[src/rtl/mux_sel_pkg.sv]
// Shared types and helpers for the project-select controller.
`timescale 1ns/1ps
package mux_sel_pkg;

    // Controller states: nothing selected, guard gap, settling, forwarding
    typedef enum logic [1:0] {
        IDLE   = 2'd0,
        OFF    = 2'd1,
        ON     = 2'd2,
        ACTIVE = 2'd3
    } state_t;

    // Width of the shared guard/settle down-counter (never below 1 bit)
    function automatic int cnt_w(input int guard, input int settle);
        int m;
        m = (guard > settle) ? guard : settle;
        return ($clog2(m + 1) < 1) ? 1 : $clog2(m + 1);
    endfunction

endpackage

[src/rtl/mux_sel_onehot.sv]
// Address to one-hot enable decoder with an enable gate and range check.
`timescale 1ns/1ps
module mux_sel_onehot #(
    parameter int NPROJ = 23,
    parameter int AW    = 5
) (
    input  logic             en,
    input  logic [AW-1:0]    addr,
    output logic [NPROJ-1:0] onehot,
    output logic             in_range
);

    // Decode the address; slots at or beyond NPROJ have no enable bit at all
    always_comb begin
        onehot   = '0;
        in_range = (int'(addr) < NPROJ);
        for (int k = 0; k < NPROJ; k++) begin
            onehot[k] = en && (int'(addr) == k);
        end
    end

endmodule

[src/rtl/mux_sel_ctrl.sv]
// Break-before-make project select controller: drops all enables, waits a
// guard interval, enables the new project, lets it settle, then forwards
// its outputs through a register.
`timescale 1ns/1ps
module mux_sel_ctrl
    import mux_sel_pkg::*;
#(
    parameter int NPROJ  = 23,
    parameter int AW     = 5,
    parameter int IW     = 18,
    parameter int OW     = 24,
    parameter int GUARD  = 2,
    parameter int SETTLE = 1
) (
    input  logic                clk,
    input  logic                rst,
    input  logic                sel_valid,
    input  logic [AW-1:0]       sel_addr,
    output logic                sel_busy,
    output logic                sel_err,
    output logic                cur_valid,
    output logic [AW-1:0]       cur_addr,
    input  logic [IW-1:0]       iw,
    output logic [NPROJ-1:0]    proj_ena,
    output logic [IW-1:0]       proj_iw,
    input  logic [NPROJ*OW-1:0] proj_ow,
    output logic [OW-1:0]       ow
);

    localparam int CW = cnt_w(GUARD, SETTLE);

    state_t          state;
    logic [CW-1:0]   cnt;
    logic [AW-1:0]   tgt;
    logic            pend_vld;
    logic [AW-1:0]   pend_addr;
    logic            req;
    logic [AW-1:0]   req_addr;
    logic [AW-1:0]   dec_addr;
    logic            dec_en;
    logic            tgt_ok;
    logic [OW-1:0]   ow_sel;

    assign sel_busy  = (state == OFF) || (state == ON);
    assign cur_valid = (state == ACTIVE);
    assign dec_en    = (state == ON) || (state == ACTIVE);
    assign dec_addr  = (state == ACTIVE) ? cur_addr : tgt;
    assign proj_iw   = dec_en ? iw : '0;

    mux_sel_onehot #(
        .NPROJ (NPROJ),
        .AW    (AW)
    ) u_onehot (
        .en       (dec_en),
        .addr     (dec_addr),
        .onehot   (proj_ena),
        .in_range (tgt_ok)
    );

    // A fresh strobe takes precedence over an older stored request
    always_comb begin
        req      = sel_valid | pend_vld;
        req_addr = sel_valid ? sel_addr : pend_addr;
    end

    // Pick the selected project's output slice
    always_comb begin
        ow_sel = '0;
        for (int k = 0; k < NPROJ; k++) begin
            if (int'(cur_addr) == k) begin
                ow_sel = proj_ow[k*OW +: OW];
            end
        end
    end

    // Switching sequencer with registered ow, error pulse and pending slot
    always_ff @(posedge clk or posedge rst) begin
        if (rst) begin
            state     <= IDLE;
            cnt       <= '0;
            tgt       <= '0;
            cur_addr  <= '0;
            pend_vld  <= 1'b0;
            pend_addr <= '0;
            sel_err   <= 1'b0;
            ow        <= '0;
        end else begin
            sel_err <= 1'b0;
            ow      <= '0;
            case (state)
                IDLE, ACTIVE: begin
                    pend_vld <= 1'b0;
                    if (state == ACTIVE) begin
                        ow <= ow_sel;
                    end
                    if (req && !(state == ACTIVE && req_addr == cur_addr)) begin
                        tgt   <= req_addr;
                        cnt   <= CW'(GUARD);
                        state <= OFF;
                        ow    <= '0;
                    end
                end
                OFF: begin
                    if (sel_valid) begin
                        pend_vld  <= 1'b1;
                        pend_addr <= sel_addr;
                    end
                    if (cnt == CW'(1)) begin
                        if (!tgt_ok) begin
                            sel_err <= 1'b1;
                            state   <= IDLE;
                        end else if (SETTLE == 0) begin
                            cur_addr <= tgt;
                            state    <= ACTIVE;
                        end else begin
                            cnt   <= CW'(SETTLE);
                            state <= ON;
                        end
                    end else begin
                        cnt <= cnt - CW'(1);
                    end
                end
                ON: begin
                    if (sel_valid) begin
                        pend_vld  <= 1'b1;
                        pend_addr <= sel_addr;
                    end
                    if (cnt == CW'(1)) begin
                        cur_addr <= tgt;
                        state    <= ACTIVE;
                    end else begin
                        cnt <= cnt - CW'(1);
                    end
                end
                default: state <= IDLE;
            endcase
        end
    end

endmodule

[config.mk]
export PLATFORM = sky130hd
export DESIGN_NAME = mux_sel_ctrl
export DESIGN_NICKNAME = d
export VERILOG_FILES = /design/src/rtl/mux_sel_pkg.sv /design/src/rtl/mux_sel_onehot.sv /design/src/rtl/mux_sel_ctrl.sv
export SDC_FILE = /design/constraint.sdc
export NUM_CORES = 1
export LEC_CHECK = 0
export ABC_AREA = 1
export CAP_MARGIN = 30
export CORE_AREA = 3 3 250 252
export DETAILED_ROUTE_END_ITERATION = 8
export DIE_AREA = 0 0 253 255
export GPL_ROUTABILITY_DRIVEN = 1
export SLEW_MARGIN = 10
export SYNTH_ARGS = -nofsm -noshare
export SYNTH_HDL_FRONTEND = slang
export SYNTH_SLANG_ARGS = --single-unit
[constraint.sdc]
create_clock -name clk -period 3.1 [get_ports clk]
set_input_delay 0.93 -clock clk [delete_from_list [all_inputs] [get_ports clk]]
set_output_delay 0.93 -clock clk [all_outputs]
set_load 0.05 [all_outputs]
======== After elaboration in Yosys (flattened, before gate mapping) ========
Cells that the tools add are included.
word-level totals
  bits in registers ....................... 45
  bits in latches ......................... 0
  bits in writable memories ............... 0
  ROM bits ................................ 0
  word-level logic and storage cells ...... 147
  memories kept ........................... 0
operators by class
  add/sub/neg operators ................... 1
  $mul .................................... 0
  divide/modulo/power cells ............... 0
  order comparisons ....................... 1
  eq/ne operators ......................... 55
  shift-type cells ........................ 0
  mux-type cells .......................... 44
  bitwise operators ....................... 1
  reductions and logical operators ........ 37
operator list
  kind                count
  $mux 24             26
  $eq 5x5->1 const B  30
  $eq 5x4->1 const B  8
  $logic_and 1x1->1   25
  $eq 5x3->1 const B  4
  $mux 18             1
  $mux 2              8
  $pmux 2 s3          2
  $eq 5x2->1 const B  2
  $logic_not 5->1     2
  $mux 5              2
  $ne 2x1->1 const B  3
  $reduce_and 3->1    2
  $eq 5x5->1          1
  $lt 5x5->1 const B  1
  $eq 2x1->1 const B  2
  $eq 2x2->1 const B  2
  $mux 1              4
  $ne 2x2->1 const B  2
  $reduce_and 2->1    2
  $reduce_or 2->1     2
  $ne 3x3->1 const B  1
  $logic_not 2->1     1
  $logic_or 1x1->1    2
  4 further kinds     4

======== Logic depth before layout (Yosys ltp) ========
  word-level depth ........................ 27
  depth in mapped cells ................... 21

======== By module ========
From an unflattened synthesis, not the netlist that was laid out.
second synthesis, totals
  cells, all modules ...................... 1395
  area total of the unflattened synthesis .. 7048.0 um^2
modules (own cells, without submodules)
  module          times used  cells each  area each (um^2)
  mux_sel_ctrl    1           1346        6851.6
  mux_sel_onehot  1           49          196.4

======== Worst setup path before layout ========
OpenSTA, ideal clock, no wires.
  path kind ............................... register to output
  start point ............................. reg state[0]
  end point ............................... out proj_ena[19]
  arrival time ............................ 2.809 ns
  setup slack ............................. -0.639 ns
  stages on the path, launching flop included .. 8
  buffers on the path ..................... 2
  cells stage by stage .................... dfrtp_1 ha_1 clkbuf_1 nor2_1 clkbuf_1 nor2_1 nand2_1 nor3_1
on the way
  longest elaborated chain between the ends .. 4
ends and longest elaborated chain
  element                 RTL line              source
  start, declared         mux_sel_ctrl.sv:32    state_t state;
  start signal, assigned  mux_sel_ctrl.sv:79    state <= IDLE;
  start signal, assigned  mux_sel_ctrl.sv:99    state <= OFF;
  start signal, assigned  mux_sel_ctrl.sv:111   state <= IDLE;
  $eq 2x2->1 (*)          n/a
  via cur_valid           mux_sel_ctrl.sv:21    output logic cur_valid,
  $mux 5                  mux_sel_ctrl.sv:47    assign dec_addr = (state == ACTIVE) ? cur_addr : tgt;
  $eq 5x5->1              mux_sel_onehot.sv:18  onehot[k] = en && (int'(addr) == k);
  $logic_and 1x1->1 (*)   mux_sel_onehot.sv:18
  end, declared           mux_sel_ctrl.sv:24    output logic [NPROJ-1:0] proj_ena,
The timed path passes the listed nets; every way through them passes the cells marked *.

======== Worst setup path after layout ========
  start point ............................. reg state[0]
  end point ............................... out proj_ena[10]
on the way
  longest elaborated chain between the ends .. 4
ends and longest elaborated chain
  element                RTL line
  $eq 2x2->1             mux_sel_ctrl.sv:46, mux_sel_ctrl.sv:47
  $mux 5                 mux_sel_ctrl.sv:47
  $eq 5x5->1             mux_sel_onehot.sv:18
  $logic_and 1x1->1 (*)  mux_sel_onehot.sv:18
Every way passes the cells marked *; elsewhere a longest branch is shown, timed or not.

==> metrics.txt <==
Slew Limit Fails 0; most area-consuming cells after synthesis nand2_1 (29%), dfrtp_1 (16%), nor2_1 (12%); largest net degree at the start of global routing 46; met1 WL 25.6 mm; synthesized flop and latch total 45; uppermost layer routed met5; cts bufs inserted 5; Post-synth ARST share 100%; layout net count 2,686; Worst Path Required 2.17 ns; Critical R2R Capture ow[3]$_DFF_PP0_; Rel. slew slack 56.2%; clk_lat worst skew 0.31 ns; global route overflow 0; FP Rows 90; dpl cell area 0.0151 mm²; met2 wire len 28.4 mm; number of port buffers 650; drt total wl 59.7 mm; Chip Width 253 µm; Lkg Pwr 6.81 nW; Yosys warning count 0; final worst path period need 2.95 ns; setup TNS 0 ns; worst r2r path cells 20; via count 11,400; Crit Path Class flip-flop to output port; CTS Buffer Depth 2; die height 255 µm; Syn Nets 1,994; share of cells above drive strength 1 13.6%; PD cells 481 mW/mm²; worst setup margin 0.150 ns; Routed WL per cell 20.7 µm; Fmax achieved 0.339 GHz; Worst Setup SP state[0]$_DFFE_PP0P_; clock-pin transition on the worst setup and hold timing paths 0.06 ns; CTS tree built; peak supply drop 0.240 mV; vias in the first global route 11,300; filler instances 6,786; DRC viols 0; die area 0.0645 mm²; initial antenna violation count 11; R2R setup slack 0.23 ns; Hold Fails Final Rpt 0; number of synthesized flops with an enable pin 0; register area share after synthesis 15.9%; WHS 0.497 ns; area leader, netlist nand2_1; clk root buf clkbuf_16; Worst setup EP type output port; I/O pin cnt 651; starting density of the core 11.7%; top-count cell post-synth nand2_1; drt first pass iters 7; syn avg cell area 5.03 µm²; Avg Vias per Cell 3.97; worst slew pin tran 0.655 ns; core box area 0.0604 mm²; met3 routed WL 3.98 mm; status finished clean; Netlist cell types 33; Synth Cell Area 0.00709 mm²; Starting DRT DRC Count 871; Area Overhead vs Synth 118%; deepest level of the CTS H-tree 2; CP startpoint kind flip-flop; Tot GR Track Use 17.3%; prevailing post-synth register cell dfrtp_1; first-pass GRT wire length 79.4 mm; Gate Count Post-Synth 1,410; worst r2r src cur_addr[1]$_DFFE_PP0P_; routability cong. 0.894; commonest cells in the netlist nand2_1 (543), nor2_1 (226), inv_1 (190); clock sink count 45; end of the critical path proj_ena[10]; post-synth top area share 28.8%; CP max FO 11; crit path DAT 2.02 ns; RSZ-0062 raised after global routing true; total of max-cap violations 0; Final period util 95.2%; Layout Utilization 25.5%; HPWL after DPL 51.9 mm; final setup fails 0; HP Class flip-flop to flip-flop; Antenna Nets Post-Route 0; design area 0.0154 mm²; Setup WS pre-CTS -0.440 ns; Worst Clk Skew 0.00959 ns
cell families after synthesis:
logic type | share of synthesized area, %
mux | 0.282
flops | 15.9
simple gates | 60.2
xor+xnor | 0.247
fa+ha+maj | 1.06
compound gates | 7.43
buf+inv | 14.9
worst min-delay path by stage:
stage	from	to	cells past startpoint
6_report	pend_addr[3]$_DFFE_PP0N_	pend_addr[3]$_DFFE_PP0N_	2
5_1_grt	pend_addr[1]$_DFFE_PP0N_	pend_addr[1]$_DFFE_PP0N_	2
4_1_cts	pend_addr[3]$_DFFE_PP0N_	pend_addr[3]$_DFFE_PP0N_	2
3_5_place_dp	pend_addr[3]$_DFFE_PP0N_	pend_addr[3]$_DFFE_PP0N_	2
3_3_place_gp	pend_addr[1]$_DFFE_PP0N_	pend_addr[1]$_DFFE_PP0N_	2
2_1_floorplan	pend_addr[4]$_DFFE_PP0N_	pend_addr[4]$_DFFE_PP0N_	2
through the flow:
| step | power [W] | cells |
|---|---|---|
| after floorplan | 0.00355 | 1410 |
| after global placement | 0.00682 | 2869 |
| after detailed placement | 0.00684 | 2870 |
| after CTS | 0.00748 | 2880 |
| after global routing | 0.00806 | 2887 |
| final | 0.00741 | 2887 |
timing repair:
item,in CTS,in global routing
pin swaps,1,12
gates resized for setup,11,32
setup endpoints to repair,28,39
hold buffers,0,0
setup buffers,2,5
where the power goes:
| group | internal (W) | total, W | leakage [nW] | switching, W |
|---|---|---|---|---|
| Combinational | 0.00230 | 0.00602 | 6.14 | 0.00372 |
| Sequential | 0.000717 | 0.000827 | 0.595 | 0.000110 |
| Clock | 0.000298 | 0.000566 | 0.0706 | 0.000268 |
| Total | 0.00332 | 0.00741 | 6.81 | 0.00410 |
flip-flops by register name (all words and copies together) (netlist names):
signal and cells:
pend_vld 1, sel_err 1, cnt 2, state 2
pend_addr 5, ow 24, tgt 5, cur_addr 5
layer usage:
| metal | up-vias | GRT usage (%) |
|---|---|---|
| met3 | 67 | 3.02 |
| met1 | 5149 | 21.8 |
| met4 | 4 | 4.83 |
| met2 | 526 | 30.4 |
| met5 | - | 0 |
| li1 | 5703 | - |
cells in the final DEF (no fill, tap or decap), drive strengths merged, types with 3 or more instances in the layout:
| cell type | instances |
|---|---|
| a21oi | 51 |
| nand4 | 90 |
| dfrtp | 45 |
| nand3 | 48 |
| clkdlybuf4s50 | 608 |
| o21ai | 41 |
| o22ai | 3 |
| ha | 6 |
| clkinv | 4 |
| nor2 | 237 |
| clkbuf | 6 |
| or2 | 68 |
| inv | 200 |
| nand2 | 547 |
| buf | 136 |
cell type report:
type / count / area (µm²) / area share (%)
inverters: 203 / 771 / 5.00
flip-flops and latches: 45 / 1130 / 7.34
clock buffers: 6 / 129 / 0.836
clock inverters: 2 / 10.0 / 0.0649
well taps: 782 / 978 / 6.34
diodes: 2 / 5.00 / 0.0325
repair buffers: 744 / 7270 / 47.2
multi-input cells: 1103 / 5120 / 33.2
critical path: stages (launching register included):
cell and delay, ns:
dfrtp_2 0.45, ha_4 0.21, nand2_1 0.06, o21ai_0 0.12
buf_4 0.18, nor2_1 0.14, nand2_1 0.17, nor2_2 0.16
buf_4 0.22
Note: power is estimated with default switching activity, not from simulation.
